File: src/rtl/frame_decode.sv
// frame_decode: hunts for SYNC, then assembles ADR + BYTES data bytes
// (big-endian) and checks an XOR checksum. Good frames go to a valid/ready
// output register. A frame that completes while that register is still
// occupied and not being accepted is dropped with an ovf pulse.
module frame_decode #(
  parameter int          BYTES = 2,
  parameter logic [7:0]  SYNC  = 8'hA5
) (
  input  logic                 clk,
  input  logic                 rst,
  input  logic                 rx_stb,
  input  logic [7:0]           rx_dat,
  input  logic                 rx_err,
  output logic                 out_stb,
  input  logic                 out_rdy,
  output logic [7:0]           out_adr,
  output logic [8*BYTES-1:0]   out_dat,
  output logic                 bad,
  output logic                 ovf
);
  localparam int W = 8 * BYTES;

  typedef enum logic [1:0] {HUNT, ADDR, DATA, CHECK} state_t;

  state_t         state_q;
  logic [2:0]     cnt_q;
  logic [7:0]     adr_q;
  logic [W-1:0]   word_q;
  logic [7:0]     sum_q;
  logic           out_stb_q;
  logic [7:0]     out_adr_q;
  logic [W-1:0]   out_dat_q;
  logic           bad_q;
  logic           ovf_q;

  logic [W-1:0]   word_d;
  logic [7:0]     sum_d;

  // Next shadow word / running XOR when a data byte is absorbed.
  // The oldest byte falls off the top, so the first byte ends up in the MSBs.
  always_comb begin
    word_d = W'({word_q, rx_dat});
    sum_d  = sum_q ^ rx_dat;
  end

  // Frame FSM plus registered output port and status pulses.
  always_ff @(posedge clk or posedge rst) begin
    if (rst) begin
      state_q   <= HUNT;
      cnt_q     <= '0;
      adr_q     <= '0;
      word_q    <= '0;
      sum_q     <= '0;
      out_stb_q <= 1'b0;
      out_adr_q <= '0;
      out_dat_q <= '0;
      bad_q     <= 1'b0;
      ovf_q     <= 1'b0;
    end else begin
      bad_q <= 1'b0;
      ovf_q <= 1'b0;
      // A completion load below overrides this clear.
      if (out_stb_q && out_rdy) out_stb_q <= 1'b0;
      if (rx_stb) begin
        if (state_q != HUNT && rx_err) begin
          // Errored byte mid-frame: abandon it, never treat it as SYNC.
          bad_q   <= 1'b1;
          state_q <= HUNT;
        end else begin
          unique case (state_q)
            HUNT: begin
              if (!rx_err && rx_dat == SYNC) begin
                state_q <= ADDR;
                word_q  <= '0;
                sum_q   <= '0;
              end
            end
            ADDR: begin
              adr_q   <= rx_dat;
              sum_q   <= rx_dat;
              word_q  <= '0;
              cnt_q   <= '0;
              state_q <= DATA;
            end
            DATA: begin
              word_q <= word_d;
              sum_q  <= sum_d;
              cnt_q  <= cnt_q + 3'd1;
              if (cnt_q == 3'(BYTES - 1)) state_q <= CHECK;
            end
            CHECK: begin
              state_q <= HUNT;
              if (rx_dat != sum_q) begin
                bad_q <= 1'b1;
              end else if (!out_stb_q || out_rdy) begin
                out_stb_q <= 1'b1;
                out_adr_q <= adr_q;
                out_dat_q <= word_q;
              end else begin
                ovf_q <= 1'b1;
              end
            end
            default: state_q <= HUNT;
          endcase
        end
      end
    end
  end

  assign out_stb = out_stb_q;
  assign out_adr = out_adr_q;
  assign out_dat = out_dat_q;
  assign bad     = bad_q;
  assign ovf     = ovf_q;
endmodule

File: config.mk
export PLATFORM = sky130hd
export DESIGN_NAME = frame_decode
export DESIGN_NICKNAME = d
export VERILOG_FILES = /design/src/rtl/frame_decode.sv
export SDC_FILE = /design/constraint.sdc
export NUM_CORES = 1
export LEC_CHECK = 0
export CAP_MARGIN = 10
export CORE_UTILIZATION = 59
export CTS_CLUSTER_SIZE = 40
export DETAILED_ROUTE_END_ITERATION = 16
export HOLD_SLACK_MARGIN = 0.05
export PLACE_DENSITY = 0.85
export SLEW_MARGIN = 5
export SYNTH_ARGS = -nofsm -noshare
export SYNTH_HDL_FRONTEND = slang
export SYNTH_SLANG_ARGS = --single-unit
File: constraint.sdc
create_clock -name clk -period 5.6 [get_ports clk]
set_clock_uncertainty 0.1 [all_clocks]
set_input_delay 1.12 -clock clk [delete_from_list [all_inputs] [get_ports clk]]
set_output_delay 1.12 -clock clk [all_outputs]
set_load 0.005 [all_outputs]
# Yosys cells after proc, flatten, opt, wreduce, memory -nomap -nowiden
# Index checks and enable logic that the tools add are counted.
[totals] mem_bits_ro=0 n_memories=0 ramBits=0 reg_bits=64 inputBits=13 elab_cells=62 latchBits=0
[classes] div=0 n_reduce_logical=15 n_mux=24 magnitude_cmp=0 mul=0 add_sub_neg=1 n_bitwise=3 n_eq_ne=9 shift=0
[ops] cell="16-bit case mux with 3 select lines" n=1
[ops] cell="8-bit case mux with 3 select lines" n=1
[ops] cell="16-bit two-way mux" n=1
[ops] cell="1-bit two-way mux" n=15
[ops] cell="3-bit AND reduction" n=3
[ops] cell="8-bit == test (second input constant)" n=1
[ops] cell="8-bit two-way mux" n=1
[ops] cell="8-bit inequality test" n=1
[ops] cell="2-bit case mux with 4 select lines" n=1
[ops] cell="8-bit bitwise XOR" n=1
[ops] cell="2-bit two-way mux" n=3
[ops] cell="3-bit inequality test (second input constant)" n=2
[ops] cell="3-bit case mux with 2 select lines" n=1
[ops] cell="5-bit AND reduction" n=1
[ops] cell="2-bit == test (second input constant)" n=2
[ops] cell="4-bit AND reduction" n=1
[ops] cell="2-bit nonzero test" n=2
[ops] cell="3-bit by 1-bit adder with 3-bit output (second input constant)" n=1
[ops] cell="3-bit by 1-bit == test with 1-bit output (second input constant)" n=1
[ops] cell="1-bit logical AND" n=3
[ops] cell="3-bit nonzero test" n=1
[ops] cell="2-bit by 1-bit == test with 1-bit output (second input constant)" n=1
[ops] cell="1-bit zero test" n=2
[ops] cell="2-bit zero test" n=1
[ops] cell="other kinds (3)" n=4

# Longest topological paths before layout
[depth] word_depth=7 ltp_mapped=8 ltp_nobuf=6

# Least setup slack after synthesis
# OpenSTA, ideal clock, no wires.
[synth_path] kind="in2reg" from="input rx_dat[0]" to="register out_adr_q[0] (netlist: out_adr[0])" path_stages=6 path_slack_ns=2.690 arrival_ns=2.686 cell_sequence="clkbuf_1 -> xor2_1 -> or2_2 -> nor4_4 -> buf_2 -> mux2_2"
[synth_via] elab_chain_len=3
[synth_rtl] item="start, declared" line_no="12" text="input logic [7:0] rx_dat,"
[synth_rtl] item="8-bit inequality test" line_no="93" text="if (rx_dat != sum_q) begin"
[synth_rtl] item="1-bit inverter (no source line)"
[synth_rtl] item="5-bit AND reduction (no source line)"
[synth_rtl] item="end signal, assigned" line_no="97" text="out_adr_q <= adr_q;"
[synth_rtl] item="end, declared" line_no="31" text="logic [7:0] out_adr_q;"
# Every way passes these cells.
# A chain may end at the register's enable or synchronous reset.

# Worst setup path in the final report
[layout_path] from="input rx_dat[3]" to="register sum_q[5]"
[layout_via] elab_chain_len=4
[layout_rtl] item="8-bit == test" line_no="72" text="if (!rx_err && rx_dat == SYNC) begin"
[layout_rtl] item="1-bit logical AND" line_no="72"
[layout_rtl] item="2-bit inequality test (no source line)"
[layout_rtl] item="4-bit AND reduction (no source line)"
[layout_rtl] item="end signal, assigned" line_no="80" text="sum_q <= rx_dat;"
[layout_rtl] item="end signal, assigned" line_no="87" text="sum_q <= sum_d;"
[layout_rtl] item="end, declared" line_no="29" text="logic [7:0] sum_q;"
# Every way passes these cells.

==> results.md <==
- Top delay family on crit path: simple AND/OR/NAND/NOR gates
- GRT Resource Usage Total: 26.4%
- Unique cell type count in the Yosys netlist: 40
- Global Route met1 Usage: 34.7%
- Global-route wire length before repair: 10400 um
- Iter 0 DRT Violations: 177
- Die area: 0.00537 mm^2
- Tightest Pin Transition: 1.11 ns
- Num Clock Sinks: 64
- Final Hold Fails: 0
- Synth area leaders: dfrtp_1, mux2_2, o21ai_0
- DIE WIDTH: 73.3 um
- Die Height: 73.3 um
- Max Freq: 287 MHz
- Mapped Cells: 278
- Port bufs: 39
- Worst IR Drop VDD: 0.000264 V
- Design area: 0.00363 mm^2
- Final WS setup: 2.12 ns
- Clock Pin Slew Worst Setup and Hold Paths: 0.07 ns
- HP Class: flip-flop to flip-flop
- Synth warn: 0
- CTS buffer count: 9
- Synthesized area: 0.00300 mm^2
- Routed length per placed instance: 16.5 um
- Worst slew margin relative to its limit: 25.8%
- Flip-flop and latch count after synthesis: 64
- Crit share post-route: 62.2%
- Buf/Inv on CP: 1
- CP endpoint kind: flip-flop
- CP required: 5.73 ns
- CTS tree: built
- Finished Layout Cells: 385
- Vias in the first global route: 2232
- Initial Util: 62.3%
- Root Buffer: clkbuf_8
- Rows: 25
- Vias/cell: 5.89
- Worst path cell trace: clkdlybuf4s50_1, or4b_4, o31a_1, or2_4, o32ai_1
- Final HPWL DP: 4130 um
- DRT Wirelength: 6360 um
- Post-synthesis xor/xnor area fraction: 2.34%
- Compound-Gate Fraction of Synth Area: 12.8%
- Status: complete, no violations
- FILL cells: 322
- Drt drc: 0
- Antenna violations before repair: 0
- Mapped Avg Cell Area: 10.8 um^2
- Hold slack: 0.398 ns
- Cell taking the most area after synthesis: dfrtp_1
- Main combinational cell family by area after synthesis: simple AND/OR/NAND/NOR gates
- Via count: 2268
- Hold-fix buffer count after cts: 0
- Final setup viols: 0
- Asr flop ratio synth: 100%
- Met2 usage: 41.4%
- RSZ-0062 raised after global routing: no
- Met3 Use GR: 4.66%
- # IOs: 40
- Placed cell areas: 0.00341 mm^2
- Final worst path period need: 3.48 ns
- GR peak layer: met2
- Final slew viol count: 0
- Clock Path Buffers: 2
- Multiplexer share of the synthesized area: 11.6%
- # diodes: 0
- Placed cells: 369
- RePlAce Congestion: 0.871
- Slowest cell on the critical path: or4b_4
- Area grow syn2layout: 21.1%
- Ratio of cells with drive above 1 in the final layout: 17.6%
- Pin count of the biggest net entering global routing: 65
- PostCTS Resize Cnt: 0
- Simple-gate share of the synthesized area: 13.3%
- Number of synthesized flops with an enable pin: 0
- Total negative slack: 0 ns
- Router iterations before antenna repair: 6
- Setup bufs post-CTS: 0
- Global route overflow: 0
- Adder-cell share of the synthesized area: 2.50%
- Pre-CTS setup slack: 1.84 ns
- Post-synth top flop: dfrtp_1
- Clock Latency Late Sink: 0.34 ns
- CP peak stage delay: 0.62 ns
- Post-synthesis sequential area ratio: 53.4%
- Total of max-cap violations: 0
- Critical Path AT: 3.62 ns
- P_leak: 1.57 nW
- H-tree Lvls: 3
- Final ANT Viol Nets: 0
- Worst Setup Path Type: input pin to flip-flop
- Final #Nets: 332
- Synth top area share: 53.4%
- Pwr/cell area: 432 mW/mm^2
- Core footprint: 0.00482 mm^2
- CP Launch Type: input pin
- Net Count, Synth: 297
- CP Max Fanout: 24
[cell families after synthesis]
kind of cell,after synthesis
and+or+nand+nor,75
AOI/OAI and AO/OA,65
DFF,64
muxes,31
buffers and inverters,29
xor gates and xnor gates,8
adders and majority gates,6
[metal layers]
layer | up-vias | routed length [um]
met5 | - | 0
li1 | 1054 | -
met1 | 1089 | 2780
met4 | 0 | 193
met2 | 102 | 3000
met3 | 23 | 389
[through the flow]
step	util, %	power [mW]
final	75.4	1.57
after detailed placement	70.9	1.13
after global routing	75.4	1.66
after CTS	75.4	1.57
after global placement	70.9	1.11
after floorplan	-	1.00
[layout by cell type, fill, tap and decap left out, drive strengths merged, types with 2 or more instances in the layout]
cell and n:
nand3 4, clkbuf 9, nand2 29, nor2 8
bufinv 2, inv 13, nor4 2, mux2 31
xor2 2, buf 2, o32ai 5, nor3 8
a22o 2, clkdlybuf4s50 39, o31ai 2, nor2b 2
nand2b 10, or4b 2, or2 2, o21ai 40
nand4 4, clkinv 3, a21oi 7, xnor2 6
dfrtp 64, ha 6
[power breakdown]
part,switching (mW),internal (mW)
clock network,0.183,0.251
logic,0.302,0.180
registers,0.0793,0.574
[area by class of cell]
type / count / area [um^2] / area share, %
inverter: 12 / 45.0 / 1.24
tap: 67 / 83.8 / 2.31
multi-input combinational: 185 / 1280 / 35.2
clock buffer: 9 / 124 / 3.41
sequential: 64 / 1600 / 44.1
timing repair buffer: 41 / 405 / 11.2
clock inverter: 7 / 95.1 / 2.62
[state kept, by name, indices dropped and copies added (netlist names)]
signal / count
adr_q: 8
out_adr: 8
sum_q: 8
word_q: 16
out_dat: 16
bad: 1
state_q: 2
out_stb: 1
cnt_q: 3
ovf: 1
[synth_stat cells (all sizes together) (2+ instances only)]
cell type,instances
dfrtp,64
o21ai,40
mux2,31
nand2,29
clkbuf,13
inv,12
nand2b,10
nor2,8
nor3,8
a21oi,7
ha,6
xnor2,6
o32ai,5
buf,4
nand3,4
nand4,4
a22o,2
nor2b,2
nor4,2
o31ai,2
or2,2
or4b,2
xor2,2
[final timing paths]
| check | startpoint | to | depth (start not counted) | slack (ns) |
|---|---|---|---|---|
| setup / recovery | rx_dat[3] | sum_q[5]$_DFFE_PP0P_ | 5 | 2.12 |
| hold / removal | adr_q[5]$_DFFE_PP0P_ | out_adr[5]$_DFFE_PP0P_ | 1 | 0.40 |
| setup reg to reg | state_q[0]$_DFFE_PP0P_ | sum_q[1]$_DFFE_PP0P_ | 6 | 2.61 |
| hold reg to reg | adr_q[5]$_DFFE_PP0P_ | out_adr[5]$_DFFE_PP0P_ | 1 | 0.40 |
| max in group asynchronous | rst | word_q[6]$_DFFE_PP0P_ | 3 | 3.67 |
| min in group asynchronous | rst | out_adr[2]$_DFFE_PP0P_ | 3 | 1.22 |
Power figures use the tool's default switching activity.
